==> src/rtl/dadda_mult16_seq_ctrl.sv <==
// 16x16 unsigned multiplier that reuses one 8x8 Dadda/CLA core over four partial-product cycles.
// Latency is 4 cycles from accept to out_valid (1 on the zero-skip path); the product is held while out_ready is low.

module dadda_unsigned_multiplier_CLA_8 (
    input  logic [7:0]  A,
    input  logic [7:0]  B,
    output logic [15:0] product
);
    logic [15:0] w_sum;

    // Partial-product rows summed as a flat reduction; the tree and final CLA are left to synthesis.
    always_comb begin
        w_sum = '0;
        for (int i = 0; i < 8; i++) begin
            w_sum = w_sum + ({8'd0, A & {8{B[i]}}} << i);
        end
    end

    assign product = w_sum;
endmodule

module dadda_mult16_seq_ctrl #(
    parameter bit SKIP_ZERO = 1'b0
) (
    input  logic        clk,
    input  logic        rst,
    input  logic        in_valid,
    output logic        in_ready,
    input  logic [15:0] a,
    input  logic [15:0] b,
    output logic        out_valid,
    input  logic        out_ready,
    output logic [31:0] product,
    output logic        busy
);
    typedef enum logic [1:0] {S_IDLE, S_MUL, S_DONE} state_t;

    state_t      r_state;
    state_t      w_next;
    logic [1:0]  r_step;
    logic [15:0] r_a;
    logic [15:0] r_b;
    logic [31:0] r_acc;
    logic [31:0] r_product;
    logic        r_out_valid;

    logic [7:0]  w_ma;
    logic [7:0]  w_mb;
    logic [15:0] w_pp;
    logic [31:0] w_pp_shifted;
    logic [31:0] w_sum;
    logic        w_accept;
    logic        w_zero;

    assign in_ready  = (r_state == S_IDLE) && !rst;
    assign w_accept  = in_valid && in_ready;
    assign w_zero    = SKIP_ZERO && ((a == 16'd0) || (b == 16'd0));
    assign busy      = (r_state != S_IDLE);
    assign out_valid = r_out_valid;
    assign product   = r_product;

    // Core inputs stay at zero outside MUL so the multiplier does not toggle while idle.
    always_comb begin
        w_ma = '0;
        w_mb = '0;
        if (r_state == S_MUL) begin
            w_ma = r_step[0] ? r_a[15:8] : r_a[7:0];
            w_mb = r_step[1] ? r_b[15:8] : r_b[7:0];
        end
    end

    dadda_unsigned_multiplier_CLA_8 u_core (
        .A       (w_ma),
        .B       (w_mb),
        .product (w_pp)
    );

    always_comb begin
        w_pp_shifted = '0;
        case (r_step)
            2'd0:    w_pp_shifted = {16'd0, w_pp};
            2'd1,
            2'd2:    w_pp_shifted = {8'd0, w_pp, 8'd0};
            default: w_pp_shifted = {w_pp, 16'd0};
        endcase
    end

    assign w_sum = r_acc + w_pp_shifted;

    always_comb begin
        w_next = r_state;
        case (r_state)
            S_IDLE:  if (w_accept) w_next = w_zero ? S_DONE : S_MUL;
            S_MUL:   if (r_step == 2'd3) w_next = S_DONE;
            S_DONE:  if (r_out_valid && out_ready) w_next = S_IDLE;
            default: w_next = S_IDLE;
        endcase
    end

    always_ff @(posedge clk) begin
        if (rst) r_state <= S_IDLE;
        else     r_state <= w_next;
    end

    // In DONE with out_valid still low (zero-skip entry), out_valid rises one cycle later.
    always_ff @(posedge clk) begin
        if (rst) begin
            r_step      <= '0;
            r_a         <= '0;
            r_b         <= '0;
            r_acc       <= '0;
            r_product   <= '0;
            r_out_valid <= 1'b0;
        end else begin
            case (r_state)
                S_IDLE: begin
                    if (w_accept) begin
                        r_a    <= a;
                        r_b    <= b;
                        r_acc  <= '0;
                        r_step <= '0;
                        if (w_zero) r_product <= '0;
                    end
                end
                S_MUL: begin
                    r_acc  <= w_sum;
                    r_step <= r_step + 2'd1;
                    if (r_step == 2'd3) begin
                        r_product   <= w_sum;
                        r_out_valid <= 1'b1;
                    end
                end
                S_DONE: begin
                    if (!r_out_valid)  r_out_valid <= 1'b1;
                    else if (out_ready) r_out_valid <= 1'b0;
                end
                default: ;
            endcase
        end
    end
endmodule

==> config.mk <==
export PLATFORM = sky130hd
export DESIGN_NAME = dadda_mult16_seq_ctrl
export DESIGN_NICKNAME = d
export VERILOG_FILES = /design/src/rtl/dadda_mult16_seq_ctrl.sv
export SDC_FILE = /design/constraint.sdc
export NUM_CORES = 1
export LEC_CHECK = 0
export CAP_MARGIN = 5
export CORE_MARGIN = 2
export CORE_UTILIZATION = 63
export CTS_CLUSTER_SIZE = 30
export DETAILED_ROUTE_END_ITERATION = 16
export PLACE_DENSITY_LB_ADDON = 0.1
export SYNTH_ARGS = -nofsm -noshare
export SYNTH_HDL_FRONTEND = slang
export SYNTH_HIERARCHICAL = 1
export SYNTH_SLANG_ARGS = --single-unit
==> constraint.sdc <==
create_clock -name clk -period 27.6 [get_ports clk]
set_clock_uncertainty 0.15 [all_clocks]
set_input_delay 6.9 -clock clk [delete_from_list [all_inputs] [get_ports clk]]
set_output_delay 6.9 -clock clk [all_outputs]
set_load 0.05 [all_outputs]
* After elaboration in Yosys (flattened, before gate mapping) *
Cells that the tools add are included.

storage, ports and cells
  register bits after elaboration = 101
  bits in latches = 0
  RAM bits = 0
  bits in read-only memories = 0
  input bits = 36
  output and inout port bits = 35
  word-level logic and storage cells = 64
  memories = 0

cells by class
  add/sub/neg operators = 9
  multiply operators = 0
  divide/modulo/power cells = 0
  $lt $le $gt $ge = 0
  equal/unequal tests = 8
  shifts and indexed selects = 0
  multiplexer cells = 17
  bitwise operators = 8
  reduce and logical (&&, ||, !) cells = 15

operator list
  kind                count
  $pmux 32 s2         2
  $and 8x8->8         8
  $add 32x32->32      1
  $mux 32             1
  $mux 8              4
  $add 16x10->16      1
  $add 16x11->16      1
  $add 16x12->16      1
  $add 16x13->16      1
  $add 16x14->16      1
  $add 16x15->16      1
  $add 8x9->10        1
  $mux 2              4
  $reduce_and 2->1    4
  $eq 2x2->1 const B  3
  $pmux 2 s3          1
  $reduce_bool 2->1   3
  $eq 2x1->1 const B  2
  $logic_not 2->1     2
  $ne 2x2->1 const B  2
  $pmux 2 s2          1
  $logic_and 1x1->1   3
  $mux 1              3
  $reduce_and 3->1    1
  5 further kinds     5

* Depth between registers and ports, before layout *
Gate-level depths: netlist of the first run.

  depth after elaboration = 13
  depth in mapped cells = 38
  depth with buffers taken out = 34

* By module *
Netlist of the first run, hierarchy kept.

by module, submodules not included
  module                           times used  cells an instance  area an instance (µm²)  seq. area each (µm²)
  dadda_mult16_seq_ctrl            1           736                5729.2                  2021.9
  dadda_unsigned_multiplier_CLA_8  1           231                1980.6                  0.0

* Worst setup path after synthesis of the first run *
OpenSTA, ideal clock, no wires.

  path type = in2out
  start point = input port rst
  end point = output port in_ready
  data arrival time = 8.182 ns
  data required time = 20.550 ns
  slack = 12.368 ns
  stages on the path = 2
  path buffers = 1
  cell sequence = clkbuf_1 -> nor3_1

between the ends
  longest elaborated chain between the ends = 2

RTL lines
  what               line  RTL
  from (decl)        26    input logic rst,
  $logic_not 1->1    55    assign in_ready = (r_state == S_IDLE) && !rst;
  $logic_and 1x1->1  55
  to (decl)          28    output logic in_ready,

Every way passes these cells.

* Final worst setup path of the first run *
Same ends and word-level chain as after synthesis.

==> impl_metrics.json, run 1 <==
{
  "worst_pin_slew_ns": 1.09,
  "outcome": "finished, final reports clean",
  "ys_warn_count": 6,
  "synth.avg_cell_area_sq_um": 7.97,
  "p_sw_uw": 80.1,
  "coreArea_sq_um": 12000,
  "p_comb_share_pct": 9.7,
  "nets": 1139,
  "routed_wl_microns": 18300,
  "dp_hpwl_microns": 13700,
  "hold_class": "reg2reg",
  "hold_viol_final": 0,
  "arrival_ns": 8.57,
  "io_buffer_count": 70,
  "grt_pass1_wl_microns": 31500,
  "seq_area_frac_synth_pct": 26.2,
  "vias": 6829,
  "power.density_nw_per_um2": 35.6,
  "cts_max_path_buffers": 2,
  "antenna_cells": 0,
  "report.final.slew_viol_count": 0,
  "post_cts_resized": 0,
  "min_period_ns": 15.62,
  "synthFlopType": "dfxtp_1",
  "track_usage_pct": 30.0,
  "drive_above_1_share_pct": 4.17,
  "ys_ff_latch": 101,
  "relSlewSlack_pct": 27.3,
  "insertion_delay_ns": 0.36,
  "io_pins": 71,
  "dieArea_sq_um": 13100,
  "rows": 40,
  "max_freq_mhz": 64.0,
  "synth_edf_count": 0,
  "grt_pass1_vias": 6781,
  "fin_tns_setup_ns": 0,
  "final_area_sq_um": 8730,
  "dpl_cell_area_sq_um": 8440,
  "die-width_microns": 115,
  "cts.sinks": 101,
  "antenna_found_initial": 0,
  "ctsHoldBuffers": 0,
  "leakage_uw": 0.00371,
  "via_per_inst": 5.91,
  "cp.required_ns": 20.55,
  "dr.first_iter.drc_count": 365,
  "setup_viol": 0,
  "drtAntennaViolNets": 0,
  "grt_max_degree": 67,
  "root_buffer": "clkbuf_16",
  "power_frac_clock_pct": 41.2,
  "critPathKind": "in2out",
  "syn-num-nets": 1102,
  "start_util_pct": 64.5,
  "cts_tree": "done",
  "internal-power_uw": 231,
  "cts_setup_buffers": 0,
  "rsz0062_at_grt": "false",
  "drc": 0,
  "drtPass1Iterations": 5,
  "fp.dieH_microns": 115,
  "timing.final.crit_share_pct": 56.6,
  "ir_drop_mv": 0.0359,
  "cts_made_buffers": 9,
  "grt_overflow": 0,
  "h-tree-depth": 3,
  "critPathLaunchType": "input port",
  "syn-cell-area_sq_um": 7710,
  "async_flop_share_pct": 0,
  "synth.distinct_cells": 55,
  "critPathMaxFanout": 52,
  "gp_congestion": 0.946,
  "max_cap_violations": 0,
  "clk_pin_slew_ns": 0.06,
  "pwr-share-seq_pct": 49.1,
  "swShare_pct": 25.8,
  "area_growth_pct": 13.2,
  "synth_cells": 967,
  "post_drt_wl_per_cell_microns": 15.9,
  "worstSetupEndpointType": "output pin"
}
-- layout by cell type, fill, tap and decap left out, types with 7 or more instances in the layout --
master and instances:
inv_1 47, and2_1 64, a22oi_1 8, clkdlybuf4s50_1 69, nand4_1 8, nor2_1 57
a211oi_1 13, xor2_1 19, clkbuf_16 9, nor3_1 8, o21bai_1 7, ha_1 64
xnor2_1 22, a21oi_1 87, nand3_1 33, a22o_1 18, nand2_1 172, mux2i_1 18
o21ai_0 57, dfxtp_1 101, fa_1 35, a21o_1 15
-- state kept, by name, summed over array words and instances, names as in the netlist --
name,cells
out_valid,1
product,32
r_a,16
r_acc,32
r_b,16
r_state,2
r_step,2
-- per-layer routing --
metal  up-vias  global-route usage (%)  wire [microns]
li1       3392                       -               -
met1      3238                    36.3            7930
met2       151                    52.3            9080
met3        48                    5.24             678
met4         0                    13.1             637
met5         -                       0               0
-- worst paths after layout --
check                           cells after the start  startpoint  slack [ns]          end
worst min-delay path                                2  product[7]        0.30   product[7]
worst min register to register                      2  product[7]        0.30   product[7]
worst max-delay path                                3         rst       11.98     in_ready
worst max register to register                     32   r_step[1]       17.70  product[27]
-- metrics by stage --
| stage | util (%) | setup WS (ns) | hold WS, ns | cells | power [uW] |
|---|---|---|---|---|---|
| after CTS | 73.0 | 11.98 | 0.303 | 1155 | 312 |
| after detailed placement | 70.5 | 11.98 | 0.295 | 1140 | 186 |
| after global placement | 70.5 | 11.99 | 0.279 | 1140 | 185 |
| after global routing | 73.0 | 11.82 | 0.320 | 1155 | 320 |
| after floorplan | - | 12.37 | 0.272 | 967 | 174 |
| final | 73.0 | 11.98 | 0.302 | 1155 | 311 |
-- logic make-up (layout without fill, tap and decap cells) --
logic type | after synthesis | count (layout) | synth area share [%]
xor+xnor | 41 | 41 | 4.66
mux | 19 | 19 | 2.48
fa+ha+maj | 99 | 99 | 19.5
buf+inv | 96 | 137 | 4.77
flops | 101 | 101 | 26.2
simple gates | 369 | 369 | 22.2
compound gates | 242 | 242 | 20.2
-- area by class of cell --
type / count / area [sq um]
inverter: 47 / 176
fill: 1015 / 3230
clock inverter: 6 / 65.1
tap: 147 / 184
clock buffer: 9 / 225
sequential: 101 / 2020
multi-input combinational: 770 / 5320
timing repair buffer: 75 / 733
-- critical path, stage by stage --
cell             delay [ns]
buf_2                  0.75
nor3_1                 0.16
clkdlybuf4s50_1        0.75
-- synthesized netlist by cell type (3+ instances only) --
cell type | instances | area share [%]
a211oi_1 | 13 | 1.3
a21o_1 | 15 | 1.5
a21oi_1 | 87 | 5.6
a22o_1 | 18 | 2.0
a22oi_1 | 8 | 0.78
a31oi_1 | 5 | 0.41
and2_1 | 65 | 5.3
buf_1 | 3 | 0.15
clkbuf_1 | 42 | 2.0
dfxtp_1 | 101 | 26
fa_1 | 35 | 9.1
ha_1 | 64 | 10
inv_1 | 47 | 2.3
mux2i_1 | 18 | 2.3
nand2_1 | 172 | 8.4
nand2b_1 | 4 | 0.32
nand3_1 | 33 | 2.1
nand4_1 | 8 | 0.65
nand4b_1 | 3 | 0.34
nor2_1 | 57 | 2.8
nor3_1 | 8 | 0.52
nor3_2 | 3 | 0.39
o21a_1 | 5 | 0.49
o21ai_0 | 57 | 3.7
o21ai_2 | 3 | 0.34
o21bai_1 | 7 | 0.68
or2_2 | 4 | 0.32
or3_1 | 5 | 0.41
or4_1 | 3 | 0.29
xnor2_1 | 22 | 2.5
xor2_1 | 19 | 2.2
-- power by group through the flow --
| stage | sequential, uW | combinational [uW] | clock, uW |
|---|---|---|---|
| detailed placement | 156 | 29.8 | 0 |
| global route | 153 | 33.3 | 134 |
| global placement | 156 | 29.4 | 0 |
| floorplan | 155 | 19.1 | 0 |
| finish | 153 | 30.0 | 128 |
| CTS | 153 | 29.9 | 130 |
(Power assumes the default switching activity.)
==> run 2: changes to the inputs <==
Settings changed: CORE_UTILIZATION 63 to 53.
Clock period 27.6 ns to 13.8 ns, I/O delays scaled along.
==> run 2 against run 1 <==
  * Global-route usage fell by 4.9 points
  * Largest power group unchanged
  * Flip-flop and latch count stayed put
  * Worst setup slack got worse by 7.7 ns
  * Non-clock buffer count rose by 2
  * Design area is 0.85% higher
  * Sequential power is 100% higher
  * Critical endpoint is now product[27]
  * Critical path type is now reg2reg
  * Final cell count rose by 3.5%
  * Largest cell class unchanged
==> impl_metrics.json, run 2 (synthesis results as in run 1) <==
{
  "antenna_cells": 0,
  "fin_tns_setup_ns": 0,
  "worst_pin_slew_ns": 1.07,
  "path_common_cell": "fa_1",
  "cp_slowest_stage_delay_ns": 0.73,
  "grt_pass1_wl_microns": 31600,
  "critPathMaxFanout": 12,
  "post_cts_resized": 0,
  "final_cells": 1195,
  "die-width_microns": 125,
  "io_pins": 71,
  "start_util_pct": 53.7,
  "cts_setup_buffers": 0,
  "cts_max_path_buffers": 2,
  "cts.sinks": 101,
  "gp_congestion": 0.912,
  "max_cap_violations": 0,
  "arrival_ns": 9.66,
  "rsz0062_at_grt": "false",
  "root_buffer": "clkbuf_16",
  "grt_pass1_vias": 6352,
  "report.final.slew_viol_count": 0,
  "worstSetupEndpointType": "register",
  "leakage_uw": 0.00373,
  "via_per_inst": 5.59,
  "area_growth_pct": 14.2,
  "drtAntennaViolNets": 0,
  "track_usage_pct": 25.1,
  "grt_overflow": 0,
  "setup_viol": 0,
  "h-tree-depth": 3,
  "layout_common_cells": "nand2_1 (172), dfxtp_1 (101), a21oi_1 (87), clkdlybuf4s50_1 (69)",
  "io_buffer_count": 70,
  "drtPass1Iterations": 7,
  "layout_commonest_cell": "nand2_1",
  "nets": 1141,
  "power.density_nw_per_um2": 71.3,
  "rows": 44,
  "fp.dieH_microns": 125,
  "cts_tree": "done",
  "max_freq_mhz": 105,
  "ir_drop_mv": 0.0542,
  "routed_wl_microns": 19100,
  "min_period_ns": 9.49,
  "critPathLaunchType": "register",
  "slowest_stage": "dfxtp_1",
  "r2r_cells": 32,
  "grt_max_degree": 67,
  "dp.cells": 1179,
  "ctsHoldBuffers": 0,
  "coreArea_sq_um": 14400,
  "dr.first_iter.drc_count": 405,
  "cts_made_buffers": 9,
  "critPathKind": "reg2reg",
  "hold_class": "reg2reg",
  "outcome": "finished, final reports clean",
  "setup_ws_ns": 4.31,
  "num-fill-cells": 1340,
  "cp.required_ns": 13.96,
  "drive_above_1_share_pct": 4.45,
  "holdPathStages": 2,
  "clk_pin_slew_ns": 0.08,
  "hold_viol_final": 0,
  "post_drt_wl_per_cell_microns": 15.9,
  "timing.final.crit_share_pct": 68.8,
  "dp_hpwl_microns": 14400,
  "insertion_delay_ns": 0.37,
  "dieArea_sq_um": 15500,
  "antenna_found_initial": 0,
  "vias": 6682,
  "drc": 0,
  "place_ws_ns": 4.33,
  "relSlewSlack_pct": 28.5
}
==> run 2: cell types whose count changed in the layout (fill, tap and decap cells not counted) <==
cell / previous run / this run
buf_4: 5 / 7
clkinv_8: 0 / 2
inv_8: 0 / 2
bufinv_16: 1 / 0
clkinv_2: 2 / 1
clkinv_4: 2 / 1
clkinvlp_4: 1 / 0
inv_6: 0 / 1
==> run 2: final timing paths <==
path / start / end / slack (ns)
worst max register to register: r_step[1] / product[27] / 4.31
worst min-delay path: r_acc[26] / r_acc[26] / 0.30
worst min register to register: r_acc[26] / r_acc[26] / 0.30
worst max-delay path: r_step[1] / product[27] / 4.31
==> run 2: area by class of cell <==
type	count	area, sq um	share of cell area, %
clock buffers	9	225	2.56
repair buffers	77	748	8.50
multi-input cells	770	5320	60.5
inverters	47	176	2.00
well taps	184	230	2.62
flip-flops and latches	101	2020	23.0
clock inverters	7	77.6	0.881
==> run 2: routing by layer <==
metal	global-route usage [%]	wire length (microns)	vias up
li1	-	-	3385
met1	33.4	8890	3107
met2	41.7	9020	155
met3	3.05	686	35
met4	9.58	460	0
met5	0	0	-
==> run 2: worst max-delay path: cells and delay by family, from the launching register on <==
family	cells	cell delay [ns]
AOI/OAI and AO/OA	8	2.25
and+or+nand+nor	9	1.75
muxes	2	0.30
xor gates and xnor gates	1	0.15
buffers and inverters	3	0.17
adders and majority gates	9	3.92
DFF	1	0.73
==> run 2: power by group <==
group	total, uW	switching, uW	internal [uW]
combinational	59.8	37.3	22.5
sequential	306	7.13	299
clock	261	132	129
total	627	177	451
==> run 2: per-stage QoR <==
stage | total power, uW | area [sq um] | hold WS, ns | utilization, %
6_report | 627 | 8800 | 0.300 | 61.3
5_1_grt | 650 | 8800 | 0.321 | 61.3
4_1_cts | 632 | 8800 | 0.304 | 61.3
3_5_place_dp | 373 | 8500 | 0.293 | 59.1
3_3_place_gp | 373 | 8500 | 0.284 | 59.1
2_1_floorplan | 348 | 7710 | 0.272 | -
